`config.mk`:
```
export PLATFORM = sky130hd
export DESIGN_NAME = mab_sequencer
export DESIGN_NICKNAME = d
export VERILOG_FILES = /design/src/rtl/msp430_pkg.sv /design/src/rtl/mab_sequencer_am_decode.sv /design/src/rtl/mab_sequencer.sv
export SDC_FILE = /design/constraint.sdc
export NUM_CORES = 1
export LEC_CHECK = 0
export BUFFER_PORTS_ARGS = -buffer_cell sky130_fd_sc_hd__buf_2
export CAP_MARGIN = 25
export CELL_PAD_IN_SITES_DETAIL_PLACEMENT = 1
export CELL_PAD_IN_SITES_GLOBAL_PLACEMENT = 1
export CORE_MARGIN = 2
export CORE_UTILIZATION = 30
export DETAILED_ROUTE_END_ITERATION = 10
export GPL_ROUTABILITY_DRIVEN = 1
export PLACE_DENSITY_LB_ADDON = 0.1
export SYNTH_ARGS = -nofsm -noshare
export SYNTH_HDL_FRONTEND = slang
export SYNTH_HIERARCHICAL = 1
export SYNTH_SLANG_ARGS = --single-unit
export TNS_END_PERCENT = 10
```
`constraint.sdc`:
```
create_clock -name clk -period 2.6 [get_ports clk]
set_input_delay 0.52 -clock clk [delete_from_list [all_inputs] [get_ports clk]]
set_output_delay 0.52 -clock clk [all_outputs]
set_load 0.1 [all_outputs]
```
`src/rtl/msp430_pkg.sv`:
```
// Shared constants for the memory-address-bus sequencer: FSM state
// encoding, MAB_SEL source codes, instruction format codes, and a helper
// that identifies the states performing a memory access.
package msp430_pkg;

    localparam logic [3:0] ST_IDLE    = 4'd0;
    localparam logic [3:0] ST_FETCH   = 4'd1;
    localparam logic [3:0] ST_DECODE  = 4'd2;
    localparam logic [3:0] ST_SRC_EXT = 4'd3;
    localparam logic [3:0] ST_SRC_RD  = 4'd4;
    localparam logic [3:0] ST_DST_EXT = 4'd5;
    localparam logic [3:0] ST_DST_RD  = 4'd6;
    localparam logic [3:0] ST_EXEC    = 4'd7;
    localparam logic [3:0] ST_DST_WR  = 4'd8;
    localparam logic [3:0] ST_PUSH    = 4'd9;
    localparam logic [3:0] ST_FIN     = 4'd10;

    localparam logic [2:0] MAB_PC   = 3'd0;
    localparam logic [2:0] MAB_DOUT = 3'd1;
    localparam logic [2:0] MAB_SOUT = 3'd2;
    localparam logic [2:0] MAB_CALC = 3'd3;
    localparam logic [2:0] MAB_SP   = 3'd4;

    localparam logic [1:0] FMT_DOUBLE   = 2'b00;
    localparam logic [1:0] FMT_SINGLE   = 2'b01;
    localparam logic [1:0] FMT_JUMP     = 2'b10;
    localparam logic [1:0] FMT_JUMP_ALT = 2'b11;

    // True for states that wait on the memory ready handshake.
    function automatic logic is_access_state(input logic [3:0] st);
        case (st)
            ST_FETCH, ST_SRC_EXT, ST_SRC_RD, ST_DST_EXT,
            ST_DST_RD, ST_DST_WR, ST_PUSH: return 1'b1;
            default:                       return 1'b0;
        endcase
    endfunction

endpackage

```
`src/rtl/mab_sequencer_am_decode.sv`:
```
// Addressing-mode decoder: chooses the successor states of DECODE,
// SRC_EXT, SRC_RD (destination step) and EXEC from the instruction
// format and addressing-mode fields. Purely combinational.
module am_decode
    import msp430_pkg::*;
(
    input  logic [1:0] fmt_i,
    input  logic [1:0] as_i,
    input  logic       ad_i,
    input  logic       src_is_pc_i,
    input  logic       is_push_i,
    output logic [3:0] decode_nxt_o,
    output logic [3:0] src_ext_nxt_o,
    output logic [3:0] dst_step_o,
    output logic [3:0] exec_nxt_o
);

    logic is_jump_s;
    logic dst_mem_s;

    assign is_jump_s = (fmt_i == FMT_JUMP) || (fmt_i == FMT_JUMP_ALT);
    assign dst_mem_s = (fmt_i == FMT_DOUBLE) && ad_i;

    // Successor-state selection for every operand-dependent branch point.
    always_comb begin
        dst_step_o    = ST_EXEC;
        decode_nxt_o  = ST_EXEC;
        src_ext_nxt_o = ST_EXEC;
        exec_nxt_o    = ST_FIN;

        if (dst_mem_s) begin
            dst_step_o = ST_DST_EXT;
        end else begin
            dst_step_o = ST_EXEC;
        end

        if (is_jump_s) begin
            decode_nxt_o = ST_EXEC;
        end else if ((as_i == 2'b01) || ((as_i == 2'b11) && src_is_pc_i)) begin
            decode_nxt_o = ST_SRC_EXT;
        end else if (as_i[1]) begin
            decode_nxt_o = ST_SRC_RD;
        end else begin
            decode_nxt_o = dst_step_o;
        end

        // Indexed source still needs its operand read; immediate is done.
        if (as_i == 2'b01) begin
            src_ext_nxt_o = ST_SRC_RD;
        end else begin
            src_ext_nxt_o = dst_step_o;
        end

        if (dst_mem_s) begin
            exec_nxt_o = ST_DST_WR;
        end else if ((fmt_i == FMT_SINGLE) && is_push_i) begin
            exec_nxt_o = ST_PUSH;
        end else begin
            exec_nxt_o = ST_FIN;
        end
    end

endmodule

```
`src/rtl/mab_sequencer.sv`:
```
// Memory-address-bus sequencer for one instruction: fetch, operand
// extension words, operand reads, execute, write-back/push, done.
// Optional macro MAB_WAITSTATE_EN: when defined, access states wait for
// MEM_RDY; otherwise every access completes in one cycle.
module mab_sequencer
    import msp430_pkg::*;
(
    input  logic       clk,
    input  logic       rst_n,
    input  logic       START,
    input  logic [1:0] FMT,
    input  logic [1:0] As,
    input  logic       Ad,
    input  logic       SRC_IS_PC,
    input  logic       IS_PUSH,
    input  logic       MEM_RDY,
    output logic [2:0] MAB_SEL,
    output logic       MEM_RD,
    output logic       MEM_WR,
    output logic       PC_INC,
    output logic       IR_LD,
    output logic       EXEC_EN,
    output logic       BUSY,
    output logic       DONE
);

    logic [3:0] state_q, state_d;
    logic [1:0] fmt_q, as_q;
    logic       ad_q, src_pc_q, push_q;
    logic       in_decode_s;
    logic       rdy_s;
    logic [1:0] dec_fmt_s, dec_as_s;
    logic       dec_ad_s, dec_pc_s, dec_push_s;
    logic [3:0] decode_nxt_s, src_ext_nxt_s, dst_step_s, exec_nxt_s;

`ifdef MAB_WAITSTATE_EN
    assign rdy_s = MEM_RDY;
`else
    // Ready is forced high; MEM_RDY is referenced only to keep it connected.
    assign rdy_s = MEM_RDY | 1'b1;
`endif

    // Live operand fields are used while decoding, the captured copy after.
    assign in_decode_s = (state_q == ST_DECODE);
    assign dec_fmt_s   = in_decode_s ? FMT       : fmt_q;
    assign dec_as_s    = in_decode_s ? As        : as_q;
    assign dec_ad_s    = in_decode_s ? Ad        : ad_q;
    assign dec_pc_s    = in_decode_s ? SRC_IS_PC : src_pc_q;
    assign dec_push_s  = in_decode_s ? IS_PUSH   : push_q;

    am_decode u_am_decode (
        .fmt_i         (dec_fmt_s),
        .as_i          (dec_as_s),
        .ad_i          (dec_ad_s),
        .src_is_pc_i   (dec_pc_s),
        .is_push_i     (dec_push_s),
        .decode_nxt_o  (decode_nxt_s),
        .src_ext_nxt_o (src_ext_nxt_s),
        .dst_step_o    (dst_step_s),
        .exec_nxt_o    (exec_nxt_s)
    );

    // State register with synchronous active-low reset.
    always_ff @(posedge clk) begin
        if (!rst_n) begin
            state_q <= ST_IDLE;
        end else begin
            state_q <= state_d;
        end
    end

    // Capture the decoded operand fields during DECODE for later branches.
    always_ff @(posedge clk) begin
        if (!rst_n) begin
            fmt_q    <= 2'b00;
            as_q     <= 2'b00;
            ad_q     <= 1'b0;
            src_pc_q <= 1'b0;
            push_q   <= 1'b0;
        end else if (in_decode_s) begin
            fmt_q    <= FMT;
            as_q     <= As;
            ad_q     <= Ad;
            src_pc_q <= SRC_IS_PC;
            push_q   <= IS_PUSH;
        end else begin
            fmt_q    <= fmt_q;
            as_q     <= as_q;
            ad_q     <= ad_q;
            src_pc_q <= src_pc_q;
            push_q   <= push_q;
        end
    end

    // Next-state logic; access states hold until ready.
    always_comb begin
        state_d = state_q;
        case (state_q)
            ST_IDLE:    state_d = START ? ST_FETCH : ST_IDLE;
            ST_FETCH:   state_d = rdy_s ? ST_DECODE : ST_FETCH;
            ST_DECODE:  state_d = decode_nxt_s;
            ST_SRC_EXT: state_d = rdy_s ? src_ext_nxt_s : ST_SRC_EXT;
            ST_SRC_RD:  state_d = rdy_s ? dst_step_s : ST_SRC_RD;
            ST_DST_EXT: state_d = rdy_s ? ST_DST_RD : ST_DST_EXT;
            ST_DST_RD:  state_d = rdy_s ? ST_EXEC : ST_DST_RD;
            ST_EXEC:    state_d = exec_nxt_s;
            ST_DST_WR:  state_d = rdy_s ? ST_FIN : ST_DST_WR;
            ST_PUSH:    state_d = rdy_s ? ST_FIN : ST_PUSH;
            ST_FIN:     state_d = ST_IDLE;
            default:    state_d = ST_IDLE;
        endcase
    end

    // Output decode from the registered state; only the PC_INC/IR_LD
    // pulses are qualified by ready so they never fire on a stalled access.
    always_comb begin
        MAB_SEL = MAB_PC;
        MEM_RD  = 1'b0;
        MEM_WR  = 1'b0;
        PC_INC  = 1'b0;
        IR_LD   = 1'b0;
        EXEC_EN = 1'b0;
        DONE    = 1'b0;
        BUSY    = (state_q != ST_IDLE);
        case (state_q)
            ST_FETCH: begin
                MEM_RD = 1'b1;
                PC_INC = rdy_s;
                IR_LD  = rdy_s;
            end
            ST_SRC_EXT, ST_DST_EXT: begin
                MEM_RD = 1'b1;
                PC_INC = rdy_s;
            end
            ST_SRC_RD: begin
                MEM_RD  = 1'b1;
                MAB_SEL = (as_q == 2'b01) ? MAB_CALC : MAB_SOUT;
            end
            ST_DST_RD: begin
                MEM_RD  = 1'b1;
                MAB_SEL = MAB_DOUT;
            end
            ST_EXEC:   EXEC_EN = 1'b1;
            ST_DST_WR: begin
                MEM_WR  = 1'b1;
                MAB_SEL = MAB_DOUT;
            end
            ST_PUSH: begin
                MEM_WR  = 1'b1;
                MAB_SEL = MAB_SP;
            end
            ST_FIN:    DONE = 1'b1;
            default: begin
                MAB_SEL = MAB_PC;
                BUSY    = is_access_state(state_q) || (state_q != ST_IDLE);
            end
        endcase
    end

endmodule

```
---- After elaboration in Yosys (flattened, before gate mapping) ----
Cells that the tools add are included.
word-level totals
  register bits ........................... 11
  output and inout bits ................... 10
  word-level logic and storage cells ...... 62
cells by class
  eq/ne operators ......................... 16
  multiplexer cells ....................... 25
  reduce and logical (&&, ||, !) cells .... 15
operator list
  operator                                                                number
  4-bit one-hot mux with 9 select lines                                   1
  4-bit by 3-bit equality test with 1-bit output (second input constant)  4
  1-bit 2-to-1 mux                                                        14
  4-bit equality test (second input constant)                             3
  2-bit 2-to-1 mux                                                        6
  4-bit 2-to-1 mux                                                        3
  3-bit one-hot mux with 3 select lines                                   1
  9-bit OR reduction                                                      1
  4-bit by 2-bit equality test with 1-bit output (second input constant)  2
  7-bit OR reduction                                                      1
  2-bit by 1-bit equality test with 1-bit output (second input constant)  3
  2-bit equality test (second input constant)                             3
  5-bit OR reduction                                                      1
  4-bit by 1-bit equality test with 1-bit output (second input constant)  1
  4-bit zero test                                                         1
  4-bit nonzero test                                                      1
  2-bit OR reduction                                                      2
  1-bit logical AND                                                       3
  1-bit logical OR                                                        3
  3-bit OR reduction                                                      1
  2-bit zero test                                                         1

---- Depth between registers and ports, before layout ----
  word-level depth ........................ 9
  depth in mapped cells ................... 8
  mapped depth without buffers ............ 7

---- Modules after synthesis ----
The synthesis kept the hierarchy.
by module, submodules not included
  module         instances  cells an instance  area an instance (um2)  sequential area each (um2)
  mab_sequencer  1          80                 710.7                   220.2
  am_decode      1          24                 155.1                   0.0

---- Worst setup path before layout ----
Ideal clock, no wire load.
  path kind ............................... register -> output
  from .................................... register state_q[1]
  to ...................................... output DONE
  arrival ................................. 2892 ps
  data required time ...................... 2080 ps
  path slack .............................. -812 ps
  cell stages (with the launch flop) ...... 3
  buffers on the path ..................... 1
  cell sequence ........................... dfxtp_1 > clkbuf_1 > nor3b_1
on the way
  cells in the longest elaborated chain, start to end .. 2
ends and longest elaborated chain
  what                    line                  RTL
  from (decl)             mab_sequencer.sv:27   logic [3:0] state_q, state_d;
  from (signal assigned)  mab_sequencer.sv:68   state_q <= state_d;
  4-bit equality test     mab_sequencer.sv:125  case (state_q)
  1-bit 2-to-1 mux        mab_sequencer.sv:125
  to (decl)               mab_sequencer.sv:24   output logic DONE
No other way between the ends.

---- Worst setup path in the final report ----
  from .................................... register state_q[2]
  to ...................................... output MAB_SEL[0]
on the way
  cells in the longest elaborated chain, start to end .. 3
  elaborated cells between the ends (all ways) .. 6
  classes of those cells .................. 4 x eq/ne; 1 x mux; 1 x reduce/logical
ends and longest elaborated chain
  what                                                                                          line                  RTL
  4-bit equality test / 4-bit by 3-bit equality test with 1-bit output (equally long branches)  mab_sequencer.sv:125
  2-bit OR reduction (no source line)                                                           n/a
  3-bit one-hot mux with 3 select lines (*)                                                     mab_sequencer.sv:125
  to (decl)                                                                                     mab_sequencer.sv:17   output logic [2:0] MAB_SEL,
Every way passes the cells marked *; elsewhere a longest branch is shown, timed or not.

==> metrics <==
initial DRC count=9; synth cell count leaders=dfxtp_1 (11), mux2_2 (9), and2_1 (8), buf_4 (8); CP startpoint kind=flip-flop; GPL Wtd Cong=between 0.7 and 0.8; Storage cell area=~220 µm²; CP Depth=5; Syn Std Cell Area=between 800 and 900 µm²; # Max-Cap Violations=0; post-synthesis sequential area ratio=between 20% and 30%; P&R area growth vs syn=16.04%; min Tclk post-route=between 2 and 2.5 ns; Via Count=between 700 and 800; Critical Path RT=~2.1 ns; Yosys reg bits=11; worst hold path type=input pin to flip-flop; Initial Util=a little under a third; grt total ovfl=0; vias in the first global route=758; Synth top area share=25.43%; core box area=around 2800 µm²; final-report setup violation count=0; max incr delay on CP=approximately 0.44 ns; Final Slew Violations=0; chip width=approximately 58 µm; placed cell area=around 1000 µm²; clk root buf=clkbuf_4; fin cells=roughly 160; DP HPWL=between 1.5 and 2 mm; Routed WL=~2.0 mm; port buffer count=19; skew final=0.004208 ns; hold path depth=2; vias per cell=a little under 5; clock buffer depth=2; Clock Sinks=11; htree depth=1; count leader, synth=dfxtp_1; final net count=~140; Total Routing Usage GR=13.17%; antenna violations before repair=0; number of different library cells in the post-synthesis netlist=38; arrival time worst endpoint=1.90 ns; Setup Fix Bufs, Post-CTS=0; main area contributors after synthesis=dfxtp_1 (25%), mux2_2 (12%), buf_4 (6.9%), and2_1 (5.8%), nand2b_1 (2.9%); Syn Inst Count=roughly 100; Top FF cell, synth=dfxtp_1; leading area contributor after synthesis=dfxtp_1; TritonCTS clock tree=built; Crit Path Category=flip-flop to primary output; Register-to-Register Path Depth=7; post-route clock period utilization=between 90% and 100%; CP bufs+invs=2; ANT cells=0; Syn Area/Cell=between 8 and 9 µm²; Die H=57.72 µm; DRC violations left=0; Resized cells post-CTS=0; Clock Latency Late Sink=between 0.2 and 0.3 ns; final hold violation count=0; Ports=21; Final Cell Area=around 1000 µm²; drt first pass iters=2; Worst path top cell family by delay=buffers and inverters; largest net degree at the start of global routing=18; Syn. warnings=6; WL/cell=12.81 µm; CP max FO=16; multi-input logic area=between 500 and 600 µm²; status=finished clean; CTS Hold Bufs=0; crit path cell chain=buf_4 -> nand2b_1 -> or2_2 -> a21oi_1 -> buf_2; row cnt=19; Routed Antenna Nets=0; Async SR Flop Fraction=0%; RSZ-0062 raised after global routing=false; share of cells above drive strength 1=35.20%; Clk pin slew, worst setup/hold paths=around 0.07 ns; DIE AREA=between 3000 and 4000 µm²; CP Capture Type=primary output; Max Freq=between 0.4 and 0.5 GHz; EDFF count, synth=0; # fillers=~340; Placed Cells=approximately 150; first-pass GRT wire length=between 3 and 4 mm; CTS buffer count=3; Worst path slowest cell=buf_2
[final cells by class]
class | instances | share of cell area (%)
tap | 31 | 3.861
inverter | 4 | 1.494
timing repair buffer | 24 | 13.20
multi-input combinational | 82 | 56.91
sequential | 11 | 21.92
clock buffer | 4 | 2.615
[worst register-to-register path, stage by stage (launching register included)]
cell      delay [ns]
dfxtp_1         0.33
nor4b_4         0.26
buf_4           0.21
mux2_2          0.40
or3b_4          0.41
and2_4          0.16
a211oi_1        0.19
o22ai_1         0.11
[cells in the final DEF, fill, tap and decap left out, types with 2 or more instances in the layout]
cell type / n
inv_1: 4
and2_1: 8
nor4b_1: 2
buf_4: 5
nand3b_1: 3
nor2b_1: 4
o221ai_1: 2
nand2b_1: 4
o21ai_0: 3
or2_2: 2
nand2_1: 6
conb_1: 8
dfxtp_1: 11
nor2_1: 6
a21oi_1: 4
clkbuf_4: 3
nand3_1: 2
mux2_2: 9
buf_2: 19
[registers in the layout, indices dropped and copies added, names as in the netlist]
signal	count
push_q	1
as_q	2
ad_q	1
src_pc_q	1
fmt_q	2
state_q	4
[per-layer routing]
metal / routed length (µm) / up-vias / GRT usage [%]
met1: 947 / 348 / 17.97
met3: 81 / 4 / 1.563
met5: 0 / - / 0
li1: - / 393 / -
met4: 24 / 0 / 4.983
met2: 946 / 15 / 21.27
[through the flow]
stage / utilization, % / hold slack [ns] / setup WS, ns / setup TNS [ns]
3_3_place_gp: 35.48 / 0.5656 / 0.4213 / 0
3_5_place_dp: 35.48 / 0.5823 / 0.4114 / 0
5_1_grt: 36.43 / 0.5821 / 0.06611 / 0
4_1_cts: 36.43 / 0.5775 / 0.1679 / 0
2_1_floorplan: - / 0.5546 / -0.7843 / -1.270
6_report: 36.43 / 0.5858 / 0.1846 / 0
[cells by family (layout without fill, tap and decap cells)]
| group | Yosys count | after routing | synth area share [%] |
|---|---|---|---|
| buffers and inverters | 17 | 32 | 11.70 |
| AOI/OAI and AO/OA | 18 | 18 | 14.45 |
| muxes | 10 | 10 | 12.86 |
| DFF | 11 | 11 | 25.43 |
| and+or+nand+nor | 46 | 46 | 34.68 |
| other | 2 | 8 | 0.8674 |
[final timing paths]
kind / to / start / slack [ns]
setup / recovery: MAB_SEL[0] / state_q[2] / 0.18
setup reg to reg: state_q[1] / state_q[2] / 0.41
hold / removal: state_q[0] / rst_n / 0.59
hold reg to reg: push_q / push_q / 0.60
Power is left out: the tool's default activity adds up to more than one toggle a clock period on the data nets, which glitch-free logic cannot reach.
